$ cat src/rtl/mul_err_pkg.sv
//==============================================================================
// Module  : mul_err_pkg
// Brief   : Shared types, default widths and helpers for the multiplier
//           error monitor.
// Revision: 1.0 - initial release
//==============================================================================
`default_nettype none

package mul_err_pkg;

    localparam int c_AW_DEF    = 12;
    localparam int c_BW_DEF    = 12;
    localparam int c_CNT_W_DEF = 24;
    localparam int c_PW_DEF    = c_AW_DEF + c_BW_DEF;

    typedef enum logic [1:0] {
        ST_IDLE   = 2'd0,
        ST_RUN    = 2'd1,
        ST_DRAIN  = 2'd2,
        ST_REPORT = 2'd3
    } state_t;

    // Magnitude of the difference, computed without wrap-around.
    function automatic logic [c_PW_DEF-1:0] abs_diff(input logic [c_PW_DEF-1:0] x,
                                                     input logic [c_PW_DEF-1:0] y);
        return (x >= y) ? (x - y) : (y - x);
    endfunction

endpackage

`default_nettype wire

$ cat src/rtl/mul_err_pipe.sv
//==============================================================================
// Module  : mul_err_pipe
// Brief   : Two-stage datapath: exact product (S1), then absolute error
//           against the approximate product (S2). Valid bits travel with data.
// Revision: 1.0 - initial release
//==============================================================================
`default_nettype none

module mul_err_pipe
    import mul_err_pkg::*;
#(
    parameter  int AW = c_AW_DEF,
    parameter  int BW = c_BW_DEF,
    localparam int PW = AW + BW
) (
    input  logic          clk,
    input  logic          rst_n,
    input  logic          i_valid,
    input  logic [AW-1:0] i_a,
    input  logic [BW-1:0] i_b,
    input  logic [PW-1:0] i_o,
    output logic          o_valid,
    output logic [PW-1:0] o_err,
    output logic [AW-1:0] o_a,
    output logic [BW-1:0] o_b,
    output logic          o_busy
);

    logic          r_s1_valid;
    logic [PW-1:0] r_s1_exact;
    logic [PW-1:0] r_s1_o;
    logic [AW-1:0] r_s1_a;
    logic [BW-1:0] r_s1_b;

    logic          r_s2_valid;
    logic [PW-1:0] r_s2_err;
    logic [AW-1:0] r_s2_a;
    logic [BW-1:0] r_s2_b;

    logic [PW-1:0] w_err;

    // The package helper is fixed at the default width; other widths use
    // an equivalent inline expression.
    generate
        if (PW == c_PW_DEF) begin : g_pkg_abs
            assign w_err = abs_diff(r_s1_exact, r_s1_o);
        end else begin : g_inline_abs
            assign w_err = (r_s1_exact >= r_s1_o) ? (r_s1_exact - r_s1_o)
                                                  : (r_s1_o - r_s1_exact);
        end
    endgenerate

    // S1: register the exact product alongside the operands under test.
    always_ff @(posedge clk) begin
        if (!rst_n) begin
            r_s1_valid <= 1'b0;
            r_s1_exact <= '0;
            r_s1_o     <= '0;
            r_s1_a     <= '0;
            r_s1_b     <= '0;
        end else begin
            r_s1_valid <= i_valid;
            r_s1_exact <= PW'(i_a) * PW'(i_b);
            r_s1_o     <= i_o;
            r_s1_a     <= i_a;
            r_s1_b     <= i_b;
        end
    end

    // S2: register the full-width error magnitude.
    always_ff @(posedge clk) begin
        if (!rst_n) begin
            r_s2_valid <= 1'b0;
            r_s2_err   <= '0;
            r_s2_a     <= '0;
            r_s2_b     <= '0;
        end else begin
            r_s2_valid <= r_s1_valid;
            r_s2_err   <= w_err;
            r_s2_a     <= r_s1_a;
            r_s2_b     <= r_s1_b;
        end
    end

    assign o_valid = r_s2_valid;
    assign o_err   = r_s2_err;
    assign o_a     = r_s2_a;
    assign o_b     = r_s2_b;
    assign o_busy  = r_s1_valid | r_s2_valid;

endmodule

`default_nettype wire

$ cat src/rtl/mul12u_err_monitor.sv
//==============================================================================
// Module  : mul12u_err_monitor
// Brief   : Accumulates error statistics (sum of |error|, worst-case error
//           with operands, erroneous-sample count) of an approximate
//           multiplier over a run of N samples.
// Revision: 1.0 - initial release
//==============================================================================
`default_nettype none

module mul12u_err_monitor
    import mul_err_pkg::*;
#(
    parameter  int AW    = c_AW_DEF,
    parameter  int BW    = c_BW_DEF,
    parameter  int CNT_W = c_CNT_W_DEF,
    localparam int PW    = AW + BW
) (
    input  logic                clk,
    input  logic                rst_n,
    input  logic                start,
    input  logic [CNT_W-1:0]    n_samples,
    output logic                busy,
    input  logic                in_valid,
    output logic                in_ready,
    input  logic [AW-1:0]       in_a,
    input  logic [BW-1:0]       in_b,
    input  logic [PW-1:0]       in_o,
    output logic                res_valid,
    input  logic                res_ready,
    output logic [PW+CNT_W-1:0] res_sum_ae,
    output logic [PW-1:0]       res_wce,
    output logic [AW-1:0]       res_wce_a,
    output logic [BW-1:0]       res_wce_b,
    output logic [CNT_W-1:0]    res_err_cnt
);

    state_t r_state;
    state_t w_next;

    logic [CNT_W-1:0]    r_n;
    logic [CNT_W-1:0]    r_accepted;

    logic [PW+CNT_W-1:0] r_sum_ae;
    logic [PW-1:0]       r_wce;
    logic [AW-1:0]       r_wce_a;
    logic [BW-1:0]       r_wce_b;
    logic [CNT_W-1:0]    r_err_cnt;

    logic                w_accept;
    logic                w_start_ok;
    logic                w_last;
    logic                w_s2_valid;
    logic [PW-1:0]       w_s2_err;
    logic [AW-1:0]       w_s2_a;
    logic [BW-1:0]       w_s2_b;
    logic                w_pipe_busy;

    assign w_accept   = in_valid & in_ready;
    assign w_start_ok = (r_state == ST_IDLE) & start;
    assign w_last     = (r_accepted + CNT_W'(1)) == r_n;

    mul_err_pipe #(
        .AW (AW),
        .BW (BW)
    ) u_pipe (
        .clk     (clk),
        .rst_n   (rst_n),
        .i_valid (w_accept),
        .i_a     (in_a),
        .i_b     (in_b),
        .i_o     (in_o),
        .o_valid (w_s2_valid),
        .o_err   (w_s2_err),
        .o_a     (w_s2_a),
        .o_b     (w_s2_b),
        .o_busy  (w_pipe_busy)
    );

    // State register.
    always_ff @(posedge clk) begin
        if (!rst_n) begin
            r_state <= ST_IDLE;
        end else begin
            r_state <= w_next;
        end
    end

    // Next-state logic; a zero-length run goes straight to reporting.
    always_comb begin
        w_next = r_state;
        case (r_state)
            ST_IDLE: begin
                if (start) begin
                    w_next = (n_samples != '0) ? ST_RUN : ST_REPORT;
                end
            end
            ST_RUN: begin
                if (w_accept && w_last) begin
                    w_next = ST_DRAIN;
                end
            end
            ST_DRAIN: begin
                if (!w_pipe_busy) begin
                    w_next = ST_REPORT;
                end
            end
            ST_REPORT: begin
                if (res_ready) begin
                    w_next = ST_IDLE;
                end
            end
            default: w_next = ST_IDLE;
        endcase
    end

    // Outputs depend only on state and the acceptance counter.
    always_comb begin
        busy      = (r_state != ST_IDLE);
        in_ready  = (r_state == ST_RUN) && (r_accepted < r_n);
        res_valid = (r_state == ST_REPORT);
    end

    // Run length is latched at start so later changes on n_samples are ignored.
    always_ff @(posedge clk) begin
        if (!rst_n) begin
            r_n        <= '0;
            r_accepted <= '0;
        end else if (w_start_ok) begin
            r_n        <= n_samples;
            r_accepted <= '0;
        end else if (w_accept) begin
            r_accepted <= r_accepted + CNT_W'(1);
        end
    end

    // S3: statistics; strict compare keeps the first sample on WCE ties.
    always_ff @(posedge clk) begin
        if (!rst_n) begin
            r_sum_ae  <= '0;
            r_wce     <= '0;
            r_wce_a   <= '0;
            r_wce_b   <= '0;
            r_err_cnt <= '0;
        end else if (w_start_ok) begin
            r_sum_ae  <= '0;
            r_wce     <= '0;
            r_wce_a   <= '0;
            r_wce_b   <= '0;
            r_err_cnt <= '0;
        end else if (w_s2_valid) begin
            r_sum_ae <= r_sum_ae + {{CNT_W{1'b0}}, w_s2_err};
            if (w_s2_err > r_wce) begin
                r_wce   <= w_s2_err;
                r_wce_a <= w_s2_a;
                r_wce_b <= w_s2_b;
            end
            if (w_s2_err != '0) begin
                r_err_cnt <= r_err_cnt + CNT_W'(1);
            end
        end
    end

    assign res_sum_ae  = r_sum_ae;
    assign res_wce     = r_wce;
    assign res_wce_a   = r_wce_a;
    assign res_wce_b   = r_wce_b;
    assign res_err_cnt = r_err_cnt;

endmodule

`default_nettype wire

$ cat config.mk
export PLATFORM = sky130hd
export DESIGN_NAME = mul12u_err_monitor
export DESIGN_NICKNAME = d
export VERILOG_FILES = /design/src/rtl/mul_err_pkg.sv /design/src/rtl/mul_err_pipe.sv /design/src/rtl/mul12u_err_monitor.sv
export SDC_FILE = /design/constraint.sdc
export NUM_CORES = 1
export LEC_CHECK = 0
export ABC_AREA = 0
export BUFFER_PORTS_ARGS = -buffer_cell sky130_fd_sc_hd__buf_2
export CAP_MARGIN = 10
export CORE_MARGIN = 4
export CORE_UTILIZATION = 45
export DETAILED_ROUTE_END_ITERATION = 16
export HOLD_SLACK_MARGIN = 0.08
export PLACE_DENSITY = 0.69
export SYNTH_ARGS = -nofsm -noshare
export SYNTH_HDL_FRONTEND = slang
export SYNTH_SLANG_ARGS = --single-unit
$ cat constraint.sdc
create_clock -name clk -period 8.7 [get_ports clk]
set_clock_uncertainty 0.2 [all_clocks]
set_input_delay 1.74 -clock clk [delete_from_list [all_inputs] [get_ports clk]]
set_output_delay 1.74 -clock clk [all_outputs]
set_load 0.01 [all_outputs]
### Word level (Yosys, flattened, before mapping)

Cells that the tools add are included.
Widths: inputs -> output; s select.

* $add $sub $neg: 5
* $mul: 1
* $lt $le $gt $ge: 3
* equal/unequal tests: 8
* mux-type cells: 7
* bitwise logic cells: 4
* reductions and logical operators: 10

Operator list (number)
* $add 24x1->24 const B: 2
* $add 48x24->48: 1
* $reduce_bool 24->1: 2
* $sub 24x24->24: 2
* $eq 24x24->1: 1
* $ge 24x24->1: 1
* $gt 24x24->1: 1
* $lt 24x24->1: 1
* $mul 12x12->24: 1
* $mux 24: 1
* $mux 2: 5
* $pmux 2 s4: 1
* $ne 2x2->1 const B: 3
* $eq 2x2->1 const B: 2
* $reduce_and 2->1: 2
* $reduce_and 4->1: 1
* $and 1x1->1: 2
* $eq 2x1->1 const B: 1
* $logic_and 1x1->1: 2
* $logic_not 2->1: 1
* $ne 2x1->1 const B: 1
* $reduce_bool 2->1: 1
* $reduce_or 2->1: 1
* $not 1->1: 1
* $or 1x1->1: 1

* flip-flop bits (word level): 292
* input bits: 77
* logic and storage cells: 55

### Longest topological paths before layout

Gate-level depths: netlist (run 1).

* word-level depth: 6
* gate-level depth with buffers: 23
* mapped depth without buffers: 22

### By module

A second synthesis (run 1) with hierarchy kept.

* cell total of the unflattened synthesis: 2446
* area, all modules: 20676.1 sq um

Modules (own cells, without submodules)
* mul12u_err_monitor: times used 1, cells an instance 1272, area each 10364.9 sq um, seq. area each 3403.3 sq um
* mul_err_pipe: times used 1, cells an instance 1174, area each 10311.1 sq um, seq. area each 2442.3 sq um

### Least setup slack after synthesis (run 1)

No wires, ideal clock.

* path type: input to register
* start: in in_b[5]
* end: reg u_pipe.r_s1_exact[22]
* setup time: 0.128 ns
* arrival: 6.468 ns
* setup slack: 1.904 ns
* stages: 21
* buffers on the path: 1
* path through: clkbuf_1 nand2_1 fa_1 fa_1 inv_1 fa_1 fa_1 inv_1 fa_1 inv_1 ha_1 a21o_1 a21o_1 a21oi_1 nor2_1 a21oi_1 a31oi_1 o21ai_0 a21oi_1 xnor2_1 nor2_1

* cells in the longest elaborated chain, start to end: 1

RTL lines
* start: declaration: RTL line mul12u_err_monitor.sv:26 `input logic [BW-1:0] in_b,`
* $mul 12x12->24: RTL line mul_err_pipe.sv:63 `r_s1_exact <= PW'(i_a) * PW'(i_b);`
* end signal: assignment: RTL line mul_err_pipe.sv:63
* end: declaration: RTL line mul_err_pipe.sv:30 `logic [PW-1:0] r_s1_exact;`

Every way passes these cells.
A chain may end at the register's enable or synchronous reset.

### Worst setup path after layout (run 1)

* start: in in_a[4]
* end: reg u_pipe.r_s1_exact[22]

* cells in the longest elaborated chain, start to end: 1

RTL lines
* start: declaration: RTL line mul12u_err_monitor.sv:25 `input logic [AW-1:0] in_a,`
* $mul 12x12->24: RTL line mul_err_pipe.sv:63

Every way passes these cells.

==> impl_metrics.toml, run 1 <==
[cts]
postCtsResizedCells = 0
cts.htree.levels = 1
cts.clk_slew.worst_paths_ps = 60
worstSkewPairLatency_ps = 580
post_cts_buffers = 0
cts_made_buffers = 31
tritoncts = "yes"
max-clock-path-buffers = 3
holdBufCountCts = 0
cts.root.buffer_cell = "sky130_fd_sc_hd__clkbuf_16"
clkSinkCount = 292

[place]
gp_routability_congestion = 0.9454
place_ws_ps = 1453
post-dp-hpwl_um = 40220
port_buffers = 199

[pwr]
total_leakage_power_uw = 0.01002
seq_power_share_pct = 27.4
power.combinational.fraction_pct = 51.2
p_per_area_nw_per_um2 = 266.1
cellInternalPower_uw = 3421
power.clock.fraction_pct = 21.4
switch_share_pct = 42.32
ir_worst_vdd_uv = 230.3
power.net_switching_uw = 2510

[synth]
postSynth.topFlopCell = "sky130_fd_sc_hd__dfxtp_1"
ys_seq_elements = 292
ys_warn_count = 0
yosys_top_cell_area_share_pct = 29.33
synth_async_sr_flop_share_pct = 0
synth_nets = 2747
ys_types = 75
synthTopCellsByArea = "sky130_fd_sc_hd__dfxtp_1, sky130_fd_sc_hd__ha_1, sky130_fd_sc_hd__fa_1"
yosysSeqAreaShare_pct = 29.33
synth-edff-count = 0
syn_area_um2 = 19930
syn-instance-count = 2379
synth.largest_area_cell = "sky130_fd_sc_hd__dfxtp_1"
avg_inst_size_synth_um2 = 8.379

[timing]
fmax_mhz = 148.6
final_min_period_over_clock_period_pct = 77.34
postLayoutSetupSlackWorst_ps = 1971
final_max_slew_viol_count = 0
setup_viol = 0
grt_setup_unrepaired = "no"
finalHoldViolations = 0
worstMarginPinSlew_ps = 1111
max-slew-margin-rel_pct = 25.96
finalCriticalPeriod_ps = 6729
totalNegativeSetupSlack_ps = 0

[cells_and_area]
area_taken_by_multi_input_logic_gates_um2 = 12670
fillCellCount = 4137
syn2layout_area_growth_pct = 11.80
area.sequential_um2 = 5847
insertedDiodeCount = 0
final_net_count = 2877
post_route_cells_drive_above_1_share_pct = 11.56

[route]
via_to_cell_ratio = 5.248
first_pass_iters = 5
drc = 0
antenna_violating_nets_post_route = 0
detail_route.iter0.violations = 1165
post_drt_wl_per_cell_um = 16.55
route.final.wire_length_um = 51620
dr_total_vias = 16367

[setup_path]
timing.critical_path.to_type = "register"
crit_slowest_cell = "sky130_fd_sc_hd__fa_1"
critical_path.startpoint_type = "primary input"
cp_cell_sequence = "buf_2 -> and2_1 -> fa_1 -> fa_1 -> fa_1 -> fa_1 -> inv_1 -> fa_1 -> inv_1 -> ha_1 -> a21o_1 -> a21o_1 -> a21oi_1 -> nor2_1 -> a21oi_1 -> a31oi_1 -> o21ai_0 -> a21oi_1 -> xnor2_1 -> nor2_1"
arrival_ps = 6970
critical_path.max_fanout = 13
crit_top_cell = "sky130_fd_sc_hd__fa_1"
max_stage_delay_ps = 550
critPathKind = "in -> reg"
critPathRequiredTime_ps = 8940

[global_route]
grt_pass1_wl_um = 83170
overflow = 0
grt_use_total_pct = 21.19
top_usage_layer = "met2"
gr-usage-met1_pct = 29.49
grt_use_met2_pct = 34.89
met3_track_usage_gr_pct = 2.211
antenna_found_initial = 0
grt_pass1_vias = 16067
grt_max_degree = 91

[die]
design.portCount = 200
initial_cell_density_of_the_core_pct = 45.87
core_um2 = 43460
die_span_x_um = 218.5
std_cell_rows = 76
design.die.area_um2 = 47730
die_y_um = 218.5

[outcome]
run_status = "finished clean"

[run]
max_cap_viol_count = 0

[min_path]
hp-class = "reg -> reg"
## worst max-delay path: cells and delay by family
kind / cells / cell delay (ps)
adders and majority gates: 6 / 2980
buffers and inverters: 3 / 310
AOI/OAI and AO/OA: 7 / 1410
and+or+nand+nor: 3 / 350
xor gates and xnor gates: 1 / 180
## layout by cell type (no fill, tap or decap), types with 4 or more instances in the layout
master / instances
sky130_fd_sc_hd__inv_1: 262
sky130_fd_sc_hd__xor2_1: 41
sky130_fd_sc_hd__nand3_1: 83
sky130_fd_sc_hd__a211oi_1: 7
sky130_fd_sc_hd__buf_4: 8
sky130_fd_sc_hd__nor2b_1: 21
sky130_fd_sc_hd__clkbuf_8: 5
sky130_fd_sc_hd__o211ai_1: 15
sky130_fd_sc_hd__nor3b_1: 12
sky130_fd_sc_hd__nand4_1: 29
sky130_fd_sc_hd__nor4_1: 20
sky130_fd_sc_hd__and4_1: 11
sky130_fd_sc_hd__clkbuf_16: 31
sky130_fd_sc_hd__mux2i_1: 31
sky130_fd_sc_hd__xnor2_1: 108
sky130_fd_sc_hd__a21oi_1: 113
sky130_fd_sc_hd__ha_1: 188
sky130_fd_sc_hd__a31oi_1: 11
sky130_fd_sc_hd__nor3_1: 34
sky130_fd_sc_hd__a21o_1: 47
sky130_fd_sc_hd__nand2_1: 262
sky130_fd_sc_hd__fa_1: 103
sky130_fd_sc_hd__nor4b_1: 5
sky130_fd_sc_hd__nor2_1: 188
sky130_fd_sc_hd__and3_1: 15
sky130_fd_sc_hd__or2_2: 5
sky130_fd_sc_hd__dfxtp_1: 291
sky130_fd_sc_hd__nand3b_1: 10
sky130_fd_sc_hd__buf_2: 199
sky130_fd_sc_hd__clkinvlp_4: 5
sky130_fd_sc_hd__nand2b_1: 15
sky130_fd_sc_hd__o21ai_0: 99
sky130_fd_sc_hd__or3_1: 13
sky130_fd_sc_hd__clkinv_2: 9
sky130_fd_sc_hd__and2_1: 146
sky130_fd_sc_hd__clkbuf_1: 4
sky130_fd_sc_hd__o21bai_1: 4
sky130_fd_sc_hd__o31ai_1: 5
sky130_fd_sc_hd__mux2_2: 8
sky130_fd_sc_hd__o21a_1: 12
## logic make-up after synthesis
group                      after synthesis  share of synthesized area (%)
AOI/OAI and AO/OA                      355                          11.17
xor gates and xnor gates               149                          6.547
adders and majority gates              291                          22.15
buffers and inverters                  373                          7.137
DFF                                    292                          29.33
muxes                                   39                          2.009
and+or+nand+nor                        880                          21.66
## power by group through the flow
stage / clock [uW] / combinational [uW] / sequential, uW
6_report: 1270 / 3040 / 1620
5_1_grt: 1350 / 3420 / 1640
4_1_cts: 1300 / 3020 / 1620
3_5_place_dp: 0 / 2990 / 1650
3_3_place_gp: 0 / 2930 / 1650
2_1_floorplan: 0 / 2340 / 1590
## worst paths after layout
| check | startpoint | end | slack [ps] | depth (start not counted) |
|---|---|---|---|---|
| worst max register to register | u_pipe.r_s1_exact[0] | u_pipe.o_err[20] | 4180 | 13 |
| worst min-delay path | u_pipe.r_s1_b[0] | u_pipe.o_b[0] | 230 | 1 |
| worst max-delay path | in_a[4] | u_pipe.r_s1_exact[22] | 1970 | 20 |
| worst min register to register | u_pipe.r_s1_b[0] | u_pipe.o_b[0] | 230 | 1 |
## through the flow
stage	total power, uW	hold WS [ps]	utilization [%]	instance area (um^2)	instances
2_1_floorplan	3930	211.9	-	19930	2379
3_3_place_gp	4577	222.9	49.01	21300	3061
3_5_place_dp	4645	221.5	49.01	21300	3061
4_1_cts	5942	234.3	51.28	22290	3119
5_1_grt	6412	251.8	51.28	22290	3119
6_report	5930	228.3	51.28	22290	3119
## routing by layer
metal  routed length (um)  share of wire, %
met5                    0                 0
met4                 1446               2.8
met3                 2815               5.5
met2                23520                46
met1                23840                46
## synthesized netlist by cell type, drive strengths merged, types with 20 or more instances
cell	count
nor4	20
fa	103
mux2i	31
xnor2	108
nand4	30
and2	146
nand2	264
inv	263
o21ai	102
nand3	83
nor2	190
a21o	47
a21oi	114
dfxtp	292
ha	188
nor3	34
xor2	41
clkbuf	95
nor2b	21
## flip-flops by register name, summed over array words and instances, names as in the netlist, 2 cells and up
name / count
u_pipe.r_s1_a: 12
res_wce_a: 12
u_pipe.o_b: 12
r_state: 2
u_pipe.r_s1_exact: 24
res_wce: 24
res_err_cnt: 24
u_pipe.r_s1_b: 12
u_pipe.r_s1_o: 24
res_wce_b: 12
r_accepted: 24
u_pipe.o_a: 12
r_n: 24
res_sum_ae: 48
u_pipe.o_err: 24
## layout make-up
type                       count  share of cell area (%)
multi-input combinational   1714                   56.88
clock inverter                18                  0.5783
clock buffer                  40                   3.857
timing repair buffer         207                   4.739
tap                          585                   3.284
sequential                   292                   26.24
inverter                     263                   4.430
(Power assumes the default switching activity.)
==> run 2, diff against run 1 <==
==> constraint.sdc (replaced) <==
create_clock -name clk -period 6.85 [get_ports clk]
set_clock_uncertainty 0.2 [all_clocks]
set_input_delay 1.37 -clock clk [delete_from_list [all_inputs] [get_ports clk]]
set_output_delay 1.37 -clock clk [all_outputs]
set_load 0.01 [all_outputs]
==> run 2 against run 1 <==
  * First-iteration DRC count shrank 12%
  * Non-clock buffer count grew 13
  * Critical path depth grew 1
  * Highest routed layer unchanged
==> impl_metrics.toml, run 2 (same netlist as run 1, synthesis figures left out) <==
[cells_and_area]
layout.core_utilization_pct = 51.57
post_route_cells_drive_above_1_share_pct = 11.76
insertedDiodeCount = 0
syn2layout_area_growth_pct = 12.44
largest_register_ff_count = 48
commonest_non_fill_non_tap_cell_in_the_layout = "sky130_fd_sc_hd__dfxtp_1"
layout_common_cells = "sky130_fd_sc_hd__dfxtp_1, sky130_fd_sc_hd__inv_1, sky130_fd_sc_hd__nand2_1"
non_filler_cells_final = 3128
final_net_count = 2890
fillCellCount = 4147

[setup_path]
critical_path.startpoint_type = "primary input"
critical_path.reg2reg.endpoint = "u_pipe.o_err[22]"
arrival_ps = 6510
launch_point_of_the_worst_reg_to_reg_path = "u_pipe.r_s1_o[4]"
cp-startpoint = "in_b[5]"
rrSetupSlack_ps = 2270
timing.critical_path.to_type = "register"
critPathKind = "in -> reg"
critPathRequiredTime_ps = 7070
critical_path.max_fanout = 13
ff2ff_path_depth = 12

[cts]
tritoncts = "yes"
cts.clk_slew.worst_paths_ps = 70
cts_made_buffers = 31
cts.htree.levels = 1
clkSinkCount = 292
holdBufCountCts = 0
worstSkewPairLatency_ps = 580
post_cts_buffers = 0
max-clock-path-buffers = 3
postCtsResizedCells = 0
cts.root.buffer_cell = "sky130_fd_sc_hd__clkbuf_16"

[route]
via_to_cell_ratio = 5.263
route.final.wire_length_um = 51620
post_drt_wl_per_cell_um = 16.50
first_pass_iters = 5
antenna_violating_nets_post_route = 0
detail_route.iter0.violations = 1031
drc = 0
dr_total_vias = 16464

[timing]
finalHoldViolations = 0
final_min_period_over_clock_period_pct = 91.86
final_max_slew_viol_count = 0
finalCriticalPeriod_ps = 6292
max-slew-margin-rel_pct = 24.11
setup_viol = 0
totalNegativeSetupSlack_ps = 0
worstMarginPinSlew_ps = 1138
grt_setup_unrepaired = "no"
fmax_mhz = 158.9

[min_path]
worst_hold_path.endpoint = "res_wce_a[10]"
hp-class = "reg -> reg"
hold-path-cell-count = 2
min_from = "u_pipe.o_a[10]"

[global_route]
grt_max_degree = 90
grt_pass1_wl_um = 83010
grt_use_total_pct = 21.12
antenna_found_initial = 0
grt_pass1_vias = 16132
overflow = 0

[die]
die_span_x_um = 218.5
die_y_um = 218.5
core_um2 = 43460
design.portCount = 200
std_cell_rows = 76
design.die.area_um2 = 47730
initial_cell_density_of_the_core_pct = 45.87

[place]
post-dp-hpwl_um = 40390
port_buffers = 199
gp_routability_congestion = 0.9293
post-place-cells = 3074

[pwr]
ir_worst_vdd_uv = 279.4
total_leakage_power_uw = 0.01009
p_per_area_nw_per_um2 = 338.7

[outcome]
run_status = "finished clean"

[run]
max_cap_viol_count = 0
run 2: changes by cell type in the layout (fill, tap and decap cells not counted), sizes merged:
cell,change
buf,+13
clkinv,-8
clkbuf,+3
bufinv,+2
clkinvlp,-2
inv,+1
run 2: how the worst max path moves through the flow:
stage                     slack (ps)  depth (start not counted)               endpoint
after detailed placement          30                         21  u_pipe.r_s1_exact[22]
final                            560                         21  u_pipe.r_s1_exact[22]
after global placement           140                         22  u_pipe.r_s1_exact[22]
after global routing             360                         21  u_pipe.r_s1_exact[20]
after CTS                        610                         21  u_pipe.r_s1_exact[22]
after floorplan                  420                         21  u_pipe.r_s1_exact[22]
run 2: layout make-up:
type	instances	area [um^2]	share of cell area [%]
Multi-Input combinational cell	1714	12670	56.55
Clock buffer	43	870.8	3.885
Timing Repair Buffer	220	1166	5.203
Sequential cell	292	5847	26.09
Tap cell	585	732.0	3.266
Inverter	263	987.2	4.405
Clock inverter	11	135.1	0.6029
run 2: report_power, final:
part | internal, uW | switching [uW]
registers | 1880 | 176
clock network | 962 | 690
logic | 1590 | 2290
total | 4440 | 3150
run 2: per-stage QoR:
step	hold WS (ps)	total power, uW	setup slack [ps]	area, um^2
after global routing	247.5	8207	357.1	22410
after global placement	217.2	5829	144.4	21410
after floorplan	211.9	4992	424.2	19930
after detailed placement	221.4	5925	27.18	21410
final	229.7	7592	557.5	22410
after CTS	234.5	7610	614.3	22410
run 2: routing by layer:
layer | up-vias | global-route usage, % | routed length [um] | part of all wire (%)
met4 | 0 | 7.268 | 1778 | 3.4
met3 | 102 | 2.392 | 3051 | 5.9
met1 | 7813 | 29.30 | 23640 | 46
met5 | - | 0 | 0 | 0
met2 | 443 | 34.35 | 23150 | 45
li1 | 8106 | - | - | -
run 2: worst max-delay path, stage by stage:
cell and delay (ps):
sky130_fd_sc_hd__buf_2 270, sky130_fd_sc_hd__nand2_1 140, sky130_fd_sc_hd__fa_1 530, sky130_fd_sc_hd__fa_1 540
sky130_fd_sc_hd__inv_1 60, sky130_fd_sc_hd__fa_1 460, sky130_fd_sc_hd__fa_1 540, sky130_fd_sc_hd__inv_1 60
sky130_fd_sc_hd__fa_1 520, sky130_fd_sc_hd__inv_1 40, sky130_fd_sc_hd__ha_1 300, sky130_fd_sc_hd__a21o_1 170
sky130_fd_sc_hd__a21o_1 190, sky130_fd_sc_hd__a21oi_1 280, sky130_fd_sc_hd__nor2_1 80, sky130_fd_sc_hd__a21oi_1 230
sky130_fd_sc_hd__a31oi_1 150, sky130_fd_sc_hd__o21ai_0 260, sky130_fd_sc_hd__a21oi_1 120, sky130_fd_sc_hd__xnor2_1 150
sky130_fd_sc_hd__nor2_1 50
==> run 3, diff against run 2 <==
--- a/config.mk
+++ b/config.mk
@@ -5,14 +5,15 @@
 export SDC_FILE = /design/constraint.sdc
 export NUM_CORES = 1
 export LEC_CHECK = 0
-export ABC_AREA = 0
+export ABC_AREA = 1
 export BUFFER_PORTS_ARGS = -buffer_cell sky130_fd_sc_hd__buf_2
 export CAP_MARGIN = 10
 export CORE_MARGIN = 4
 export CORE_UTILIZATION = 45
 export DETAILED_ROUTE_END_ITERATION = 16
 export HOLD_SLACK_MARGIN = 0.08
-export PLACE_DENSITY = 0.69
+export PLACE_DENSITY = 0.68
+export RECOVER_POWER = 100
 export SYNTH_ARGS = -nofsm -noshare
 export SYNTH_HDL_FRONTEND = slang
 export SYNTH_SLANG_ARGS = --single-unit
==> run 3 against run 2 <==
  * The run now ends with max-capacitance violations, max-slew violations left
  * Sequential power grew 5%
  * Non-clock buffer count decreased by 9
  * Sequential cell count did not move
  * Largest power group unchanged
  * Maximum frequency up 2.3%
  * Die area is 6.5% higher
  * Final cell count grew 23%
  * Sequential share of layout area shrank 1.6 points
  * Power rose by 12%
  * Routed wire length rose by 12%
  * Synthesized cell count is 28% higher
  * Design area up 6.7%
  * Critical endpoint is now u_pipe.r_s1_exact[21]
==> impl_metrics.toml, run 3 <==
[outcome]
run_status = "finished, violations left"
failed_checks = "max-capacitance violations, max-slew violations"

[die]
std_cell_rows = 79
die_span_x_um = 225.4
design.portCount = 200
core_um2 = 46650
initial_cell_density_of_the_core_pct = 45.60
design.die.area_um2 = 50820
die_y_um = 225.4

[synth]
avg_inst_size_synth_um2 = 6.989
synth_xor_area_share_pct = 2.329
yosys.cell_count.top_type = "sky130_fd_sc_hd__nand2_1"
synth-compound-area-share_pct = 15.21
post_synth_mux_area_share_pct = 0.04705
syn-instance-count = 3044
ys_warn_count = 0
synth_top_family_by_area = "simple AND/OR/NAND/NOR gates"
synth_async_sr_flop_share_pct = 0
yosys.area_share.simple_pct = 22.07
yosys_top_cell_area_share_pct = 27.48
postSynth.topFlopCell = "sky130_fd_sc_hd__dfxtp_1"
ys_top_cells_by_count = "sky130_fd_sc_hd__nand2_1, sky130_fd_sc_hd__inv_1, sky130_fd_sc_hd__a21oi_1, sky130_fd_sc_hd__dfxtp_1, sky130_fd_sc_hd__nor2_1"
synth.largest_area_cell = "sky130_fd_sc_hd__dfxtp_1"
synth-edff-count = 0
yosysSeqAreaShare_pct = 27.48
synthTopCellsByArea = "sky130_fd_sc_hd__dfxtp_1, sky130_fd_sc_hd__nand2_1, sky130_fd_sc_hd__ha_1"
synth_nets = 3412
adder_cell_area_share_of_the_yosys_netlist_pct = 20.75
ys_types = 54
syn_area_um2 = 21270
ys_seq_elements = 292

[timing]
fmax_mhz = 162.5
finalCriticalPeriod_ps = 6153
max-slew-margin-rel_pct = -58.06
finalHoldViolations = 0
totalNegativeSetupSlack_ps = 0
final_min_period_over_clock_period_pct = 89.83
worstMarginPinSlew_ps = 2371
setup_viol = 0
postLayoutSetupSlackWorst_ps = 697.0
final_max_slew_viol_count = 134
grt_setup_unrepaired = "no"

[cts]
cts.htree.levels = 2
worstSkewPairLatency_ps = 560
cts.root.buffer_cell = "sky130_fd_sc_hd__clkbuf_16"
cts_made_buffers = 36
clkSinkCount = 292
cts.clk_slew.worst_paths_ps = 50
post_cts_buffers = 0
tritoncts = "yes"
holdBufCountCts = 0
max-clock-path-buffers = 3
postCtsResizedCells = 0

[pwr]
switch_share_pct = 43.77
total_leakage_power_uw = 0.01165
ir_worst_vdd_uv = 237.7
power.net_switching_uw = 3718
p_per_area_nw_per_um2 = 355.1
cellInternalPower_uw = 4776
seq_power_share_pct = 25.4
power.combinational.fraction_pct = 49.6
power.clock.fraction_pct = 25.0

[global_route]
grt_pass1_vias = 18225
grt_use_met2_pct = 34.52
met3_track_usage_gr_pct = 2.905
overflow = 0
antenna_found_initial = 0
gr-usage-met1_pct = 32.18
grt_use_total_pct = 22.19
grt_max_degree = 74
top_usage_layer = "met2"
grt_pass1_wl_um = 92670

[min_path]
hold-path-cell-count = 2
hp-class = "reg -> reg"
worst_hold_path.endpoint = "u_pipe.o_a[9]"
min_from = "u_pipe.r_s1_a[9]"

[place]
post-dp-hpwl_um = 44790
gp_routability_congestion = 0.9777
post-place-cells = 3768
place_ws_ps = 467.8
placed_cell_area_um2 = 22740
port_buffers = 199

[route]
antenna_violating_nets_post_route = 0
post_drt_wl_per_cell_um = 15.09
drc = 0
route.final.wire_length_um = 57810
dr_total_vias = 19703
detail_route.iter0.violations = 1500
first_pass_iters = 5
via_to_cell_ratio = 5.142

[setup_path]
rrSetupSlack_ps = 3140
timing.critical_path.to_type = "register"
critical_path.startpoint_type = "primary input"
critPathRequiredTime_ps = 7090
critical_path.max_fanout = 13
critical_path.reg2reg.endpoint = "u_pipe.o_err[20]"
launch_point_of_the_worst_reg_to_reg_path = "u_pipe.r_s1_o[5]"
ff2ff_path_depth = 13
cp-startpoint = "in_a[4]"
arrival_ps = 6390
critPathKind = "in -> reg"

[cells_and_area]
finalInstanceArea_um2 = 23920
final_net_count = 3567
commonest_non_fill_non_tap_cell_in_the_layout = "sky130_fd_sc_hd__nand2_1"
syn2layout_area_growth_pct = 12.42
post_route_cells_drive_above_1_share_pct = 5.738
largest_register_ff_count = 48
layout_common_cells = "sky130_fd_sc_hd__nand2_1, sky130_fd_sc_hd__inv_1, sky130_fd_sc_hd__a21oi_1"
fillCellCount = 4773
non_filler_cells_final = 3832

[run]
max_cap_viol_count = 2
run 3: cell types whose count changed in the layout (fill, tap and decap cells not counted), sizes merged, moves of 25 or more:
cell	change
nand2	+425
inv	+314
a21oi	+197
and2	-144
buf	-136
clkbuf	+134
o21ai	+122
xnor2	-85
nand3	+42
a21o	-38
mux2i	-30
nor2	+25
run 3: how the worst max path moves through the flow:
stage / slack, ps / cells after the start / endpoint
floorplan: 750 / 19 / u_pipe.r_s1_exact[20]
global placement: 500 / 21 / u_pipe.r_s1_exact[21]
detailed placement: 470 / 21 / u_pipe.r_s1_exact[21]
CTS: 1010 / 21 / u_pipe.r_s1_exact[21]
global route: 340 / 21 / u_pipe.r_s1_exact[21]
finish: 700 / 21 / u_pipe.r_s1_exact[21]
run 3: stage by stage:
step,total power (uW),utilization (%),hold slack (ps)
final,8493,51.26,208.0
after global routing,9225,51.26,232.1
after CTS,8529,51.62,208.0
after detailed placement,6351,48.73,196.0
after global placement,6337,48.73,199.0
after floorplan,5317,-,190.5
run 3: final cells by class:
| class | count | area (um^2) | share of cell area (%) |
|---|---|---|---|
| multi-input cells | 2077 | 12850 | 53.75 |
| flip-flops and latches | 292 | 5846 | 24.44 |
| inverters | 581 | 2181 | 9.118 |
| clock buffers | 50 | 1076 | 4.499 |
| repair buffers | 211 | 927.1 | 3.877 |
| well taps | 607 | 759.5 | 3.176 |
| clock inverters | 13 | 270.3 | 1.130 |
| diodes | 1 | 2.502 | 0.01046 |
run 3: cell families after synthesis:
kind of cell    count (synthesis)
compound gates                604
xor+xnor                       55
fa+ha+maj                     291
buf+inv                       675
flops                         292
mux                             1
simple gates                 1126
run 3: critical path: stages:
cell                       delay (ps)
sky130_fd_sc_hd__clkbuf_1         540
sky130_fd_sc_hd__nand2_1          190
sky130_fd_sc_hd__fa_1             470
sky130_fd_sc_hd__fa_1             470
sky130_fd_sc_hd__fa_1             500
sky130_fd_sc_hd__inv_1             60
sky130_fd_sc_hd__fa_1             520
sky130_fd_sc_hd__inv_1             50
sky130_fd_sc_hd__fa_1             520
sky130_fd_sc_hd__inv_1             40
sky130_fd_sc_hd__ha_1             320
sky130_fd_sc_hd__nand2_1          100
sky130_fd_sc_hd__o21ai_0          230
sky130_fd_sc_hd__a21oi_1          100
sky130_fd_sc_hd__o31ai_1          360
sky130_fd_sc_hd__nand2_1          100
sky130_fd_sc_hd__nand2_1          110
sky130_fd_sc_hd__nand3_1           90
sky130_fd_sc_hd__nand2_1           70
sky130_fd_sc_hd__nand2_1           50
sky130_fd_sc_hd__a21oi_1          110
run 3: per-layer routing:
metal  up-vias  share of wire, %
met1      9006                47
met4         0               2.6
li1       9987                 -
met3        88               7.0
met2       622                43
met5         -                 0
run 3: power by group through the flow:
stage | Clock, uW | Combinational, uW | Sequential (uW)
2_1_floorplan | 0 | 3210 | 2100
3_3_place_gp | 0 | 4150 | 2190
3_5_place_dp | 0 | 4160 | 2190
4_1_cts | 2180 | 4200 | 2160
5_1_grt | 2230 | 4810 | 2180
6_report | 2120 | 4210 | 2160
